<file path="src/rtl/xor_share_arbiter.sv">
// Round-robin arbiter feeding one shared N-bit XOR through a 2-stage valid/ready pipeline.
// Optional per-requester saturating grant counters are enabled with XOR_ARB_STATS_EN.
module xor_share_arbiter #(
    parameter int N = 16,
    parameter int R = 4,
    localparam int W = $clog2(R)
) (
    input  logic           clk,
    input  logic           rst_n,
    input  logic [R-1:0]   req,
    input  logic [R*N-1:0] a_bus,
    input  logic [R*N-1:0] b_bus,
    output logic [R-1:0]   gnt,
    output logic [N-1:0]   f,
    output logic [W-1:0]   f_id,
    output logic           f_valid,
`ifdef XOR_ARB_STATS_EN
    output logic [R*16-1:0] gnt_cnt,
`endif
    input  logic           f_ready
);

    logic [N-1:0] a_p1;
    logic [N-1:0] b_p1;
    logic [W-1:0] id_p1;
    logic         vld_p1;
    logic [W-1:0] ptr;

    logic         s1_adv;
    logic         s2_adv;
    logic         found;
    logic [W-1:0] win;
    logic         take;
    logic [N-1:0] xor_p1;

    assign s2_adv = !f_valid || f_ready;
    assign s1_adv = !vld_p1 || s2_adv;

    // Priority search begins just after the last winner, so a requester
    // that keeps asking only repeats when nobody else is asking.
    always_comb begin
        found = 1'b0;
        win   = '0;
        for (int k = 1; k <= R; k++) begin
            int idx;
            idx = int'(ptr) + k;
            if (idx >= R) idx = idx - R;
            if (!found && req[idx[W-1:0]]) begin
                found = 1'b1;
                win   = idx[W-1:0];
            end
        end
    end

    assign take = found && s1_adv;

    // Grant is forced low while reset is held so no requester believes it was served.
    always_comb begin
        gnt = '0;
        if (rst_n && take) gnt = R'(1) << win;
    end

    // ---- stage 1: operand capture ----
    always_ff @(posedge clk or negedge rst_n) begin
        if (!rst_n) begin
            a_p1   <= '0;
            b_p1   <= '0;
            id_p1  <= '0;
            vld_p1 <= 1'b0;
            ptr    <= W'(R - 1);
        end else if (s1_adv) begin
            if (found) begin
                a_p1   <= a_bus[int'(win)*N +: N];
                b_p1   <= b_bus[int'(win)*N +: N];
                id_p1  <= win;
                vld_p1 <= 1'b1;
                ptr    <= win;
            end else begin
                vld_p1 <= 1'b0;
            end
        end
    end

    assign xor_p1 = a_p1 ^ b_p1;

    // ---- stage 2: result register ----
    always_ff @(posedge clk or negedge rst_n) begin
        if (!rst_n) begin
            f       <= '0;
            f_id    <= '0;
            f_valid <= 1'b0;
        end else if (s2_adv) begin
            f       <= xor_p1;
            f_id    <= id_p1;
            f_valid <= vld_p1;
        end
    end

`ifdef XOR_ARB_STATS_EN
    function automatic logic [15:0] sat_inc(input logic [15:0] v);
        return (v == 16'hFFFF) ? v : v + 16'd1;
    endfunction

    logic [15:0] cnt [R];

    for (genvar i = 0; i < R; i++) begin : g_cnt
        always_ff @(posedge clk or negedge rst_n) begin
            if (!rst_n) begin
                cnt[i] <= '0;
            end else if (gnt[i]) begin
                cnt[i] <= sat_inc(cnt[i]);
            end
        end
        assign gnt_cnt[i*16 +: 16] = cnt[i];
    end
`endif

endmodule

</file>
<file path="config.mk">
export PLATFORM = sky130hd
export DESIGN_NAME = xor_share_arbiter
export DESIGN_NICKNAME = d
export VERILOG_FILES = /design/src/rtl/xor_share_arbiter.sv
export SDC_FILE = /design/constraint.sdc
export NUM_CORES = 1
export LEC_CHECK = 0
export CAP_MARGIN = 5
export CORE_MARGIN = 1.5
export CORE_UTILIZATION = 65
export CTS_BUF_LIST = sky130_fd_sc_hd__clkbuf_4
export DETAILED_ROUTE_END_ITERATION = 12
export DONT_BUFFER_PORTS = 1
export GPL_ROUTABILITY_DRIVEN = 1
export PLACE_DENSITY_LB_ADDON = 0.05
export SYNTH_ARGS = -nofsm -noshare
export SYNTH_HDL_FRONTEND = slang
export SYNTH_SLANG_ARGS = --single-unit
</file>
<file path="constraint.sdc">
create_clock -name clk -period 2.9 [get_ports clk]
set_clock_uncertainty 0.05 [all_clocks]
set_input_delay 0.29 -clock clk [delete_from_list [all_inputs] [get_ports clk]]
set_output_delay 0.29 -clock clk [all_outputs]
set_load 0.01 [all_outputs]
</file>
==> results.json <==
{
  "firstDrtPassIters": 4,
  "io_pins": 158,
  "post_dp_cell_area_sq_um": 3680,
  "slew_headroom": 0.225,
  "hold_path.class": "primary input to register",
  "vias": 2947,
  "core_region_area_sq_um": 5510,
  "timing.final.crit_share": 0.923,
  "grt_pass1_vias": 2860,
  "cts_root_buffer": "clkbuf_4",
  "hold_buffers": 2,
  "routabilityCongestion": 0.840,
  "syn_to_final_growth_pct": 2.13,
  "remaining_drc_errors": 0,
  "tightest_slew_ns": 1.16,
  "die_y_microns": 78.5,
  "ys_seq_elements": 56,
  "syn_area_sq_um": 3700,
  "cts_max_level": 2,
  "dieArea_sq_um": 6160,
  "p_total_mw": 2.50,
  "synth_area_leaders": "dfrtp_1 (36%), nor3b_1 (9.3%), a221oi_2 (7.7%)",
  "portBuffers": 0,
  "syn_nets": 520,
  "vias_per_cell": 6.67,
  "critPathMaxStageDelay_ns": 0.69,
  "p_seq_frac": 0.492,
  "p_int_mw": 1.52,
  "min_period_ns": 2.68,
  "clk_pin_slew_worst_paths_ns": 0.17,
  "drtAntennaViolNets": 0,
  "cts_buffer_depth": 2,
  "cp_slowest_cell": "o211a_2",
  "crit_chain": "nand2b_4 -> a211o_1 -> o211a_2 -> and3_1",
  "power_switching_mw": 0.981,
  "final_nets": 503,
  "syn_area_per_cell_sq_um": 9.62,
  "synth.yosys.seq_area_share": 0.379,
  "fin_area_sq_um": 3780,
  "wl_per_cell_microns": 20.9,
  "drt_iter0_markers": 214,
  "gr-total-overflow": 0,
  "fill_cells": 454,
  "p_leak_nw": 1.47,
  "clockPowerShare": 0.144,
  "run_status": "complete, no violations",
  "cp_max_fo": 24,
  "start_util": 0.672,
  "post-cts-setup-buffers": 0,
  "layout_common_cells": "dfrtp_1 (54), nor3b_1 (46), o21ai_0 (35), a21oi_1 (35), nor2_1 (35)",
  "cts_buffers": 5,
  "antenna_found_initial": 1,
  "drive_gt1_frac": 0.160,
  "post-route-util": 0.687,
  "peakVddDrop_v": 0.000343,
  "tns_ns": 0,
  "max_cap_violations": 0,
  "final_common_cell": "dfrtp_1",
  "cp.required_ns": 2.56,
  "track_usage": 0.307,
  "start_kind": "register",
  "grt_pass1_wl_mm": 14.5,
  "cts-resized-gates": 0,
  "fmax_mhz": 374,
  "setup_viol": 0,
  "syn_inst": 385,
  "num_rows": 27,
  "p_comb_frac": 0.364,
  "cts_tree": "done",
  "fin_hold_ws_ns": 0.0221,
  "clk_latency_ns": 0.37,
  "p_per_area_nw_per_um2": 662,
  "cts_num_sinks": 56,
  "criticalPathCategory": "register to output port",
  "grt_max_degree": 66,
  "ys_warn_count": 0,
  "synth_cell_type_count": 37,
  "slew_viol_final": 0,
  "p_sw_frac": 0.392,
  "drt_wl_total_mm": 9.22,
  "rsz0062_at_grt": "no",
  "hpwl_mm": 6.70,
  "synth_top_area_frac": 0.365,
  "end_kind": "output port",
  "die_x_microns": 78.5,
  "finalHoldViolCount": 0,
  "cp.arrival_ns": 2.34,
  "yosysTopAreaCell": "dfrtp_1"
}
## per-layer routing
layer  global-route usage  share of wire
met4               0.0464         0.0043
met2                0.484           0.48
met3               0.0709          0.087
met5                    0              0
met1                0.440           0.43
## worst paths after layout
| kind | cells after the start | start | to | slack, ns |
|---|---|---|---|---|
| worst max-delay path | 4 | ptr[0] | gnt[1] | 0.22 |
| worst min-delay path | 2 | req[0] | vld_p1 | 0.02 |
| worst max register to register | 5 | ptr[0] | a_p1[13] | 0.62 |
| worst min register to register | 1 | id_p1[0] | id_p1[0] | 0.47 |
| max in group asynchronous | 2 | rst_n | ptr[1] | 2.13 |
| min in group asynchronous | 2 | rst_n | f_id[1] | 0.36 |
## area by class of cell
cell class                      instances  area, sq um  area share
Inverter                                3         11.3     0.00298
Timing Repair Buffer                   10          123      0.0324
Multi-Input combinational cell        292         2090       0.553
Clock buffer                            6         45.0      0.0119
Sequential cell                        56         1400       0.371
Clock inverter                          2         16.3     0.00430
Antenna cell                            1         2.50    0.000662
Tap cell                               72         90.1      0.0238
## worst max-delay path: cells and delay by family, from the launching register on
kind / cells / cell delay [ns]
AOI/OAI and AO/OA: 2 / 0.82
DFF: 1 / 0.64
and+or+nand+nor: 2 / 0.49
## registers in the layout (all words and copies together) (netlist names)
name and flops:
ptr 2, f 16, vld_p1 1, id_p1 2, f_valid 1, a_p1 16, b_p1 16, f_id 2
## power groups by stage
stage / Sequential (mW) / Clock, mW / Combinational, mW
floorplan: 1.18 / 0 / 0.778
global placement: 1.24 / 0 / 0.858
detailed placement: 1.25 / 0 / 0.887
CTS: 1.23 / 0.366 / 0.914
global route: 1.26 / 0.388 / 1.02
finish: 1.23 / 0.361 / 0.912
## stage by stage
| step | worst slack [ns] | cells |
|---|---|---|
| finish | 0.224 | 442 |
| global route | 0.129 | 442 |
| CTS | 0.211 | 441 |
| floorplan | 1.01 | 385 |
| detailed placement | 0.643 | 431 |
| global placement | 0.731 | 431 |
## synth_stat cells
cell	number
dfrtp_1	54
nor3b_1	46
a21oi_1	35
nor2_1	35
o21ai_0	35
nand2_1	29
mux2i_1	24
a221oi_2	19
xnor2_1	16
a221oi_1	13
buf_2	13
buf_6	8
clkbuf_1	8
mux2_2	7
and3_1	5
buf_4	4
o21ai_1	4
inv_1	3
nand2b_1	3
nor2b_1	3
a21o_1	2
a31o_1	2
dfstp_2	2
mux2_4	2
a211o_1	1
a21boi_2	1
a21oi_2	1
a21oi_4	1
a22oi_1	1
buf_1	1
nand2b_4	1
o211a_2	1
o21ai_2	1
o21bai_1	1
o22ai_2	1
or2_0	1
or3_4	1
## logic make-up after synthesis
kind of cell	after synthesis	synth area share
DFF	56	0.379
and+or+nand+nor	124	0.185
muxes	33	0.0943
buffers and inverters	37	0.0622
xor gates and xnor gates	16	0.0378
AOI/OAI and AO/OA	119	0.241
(Power assumes the default switching activity.)
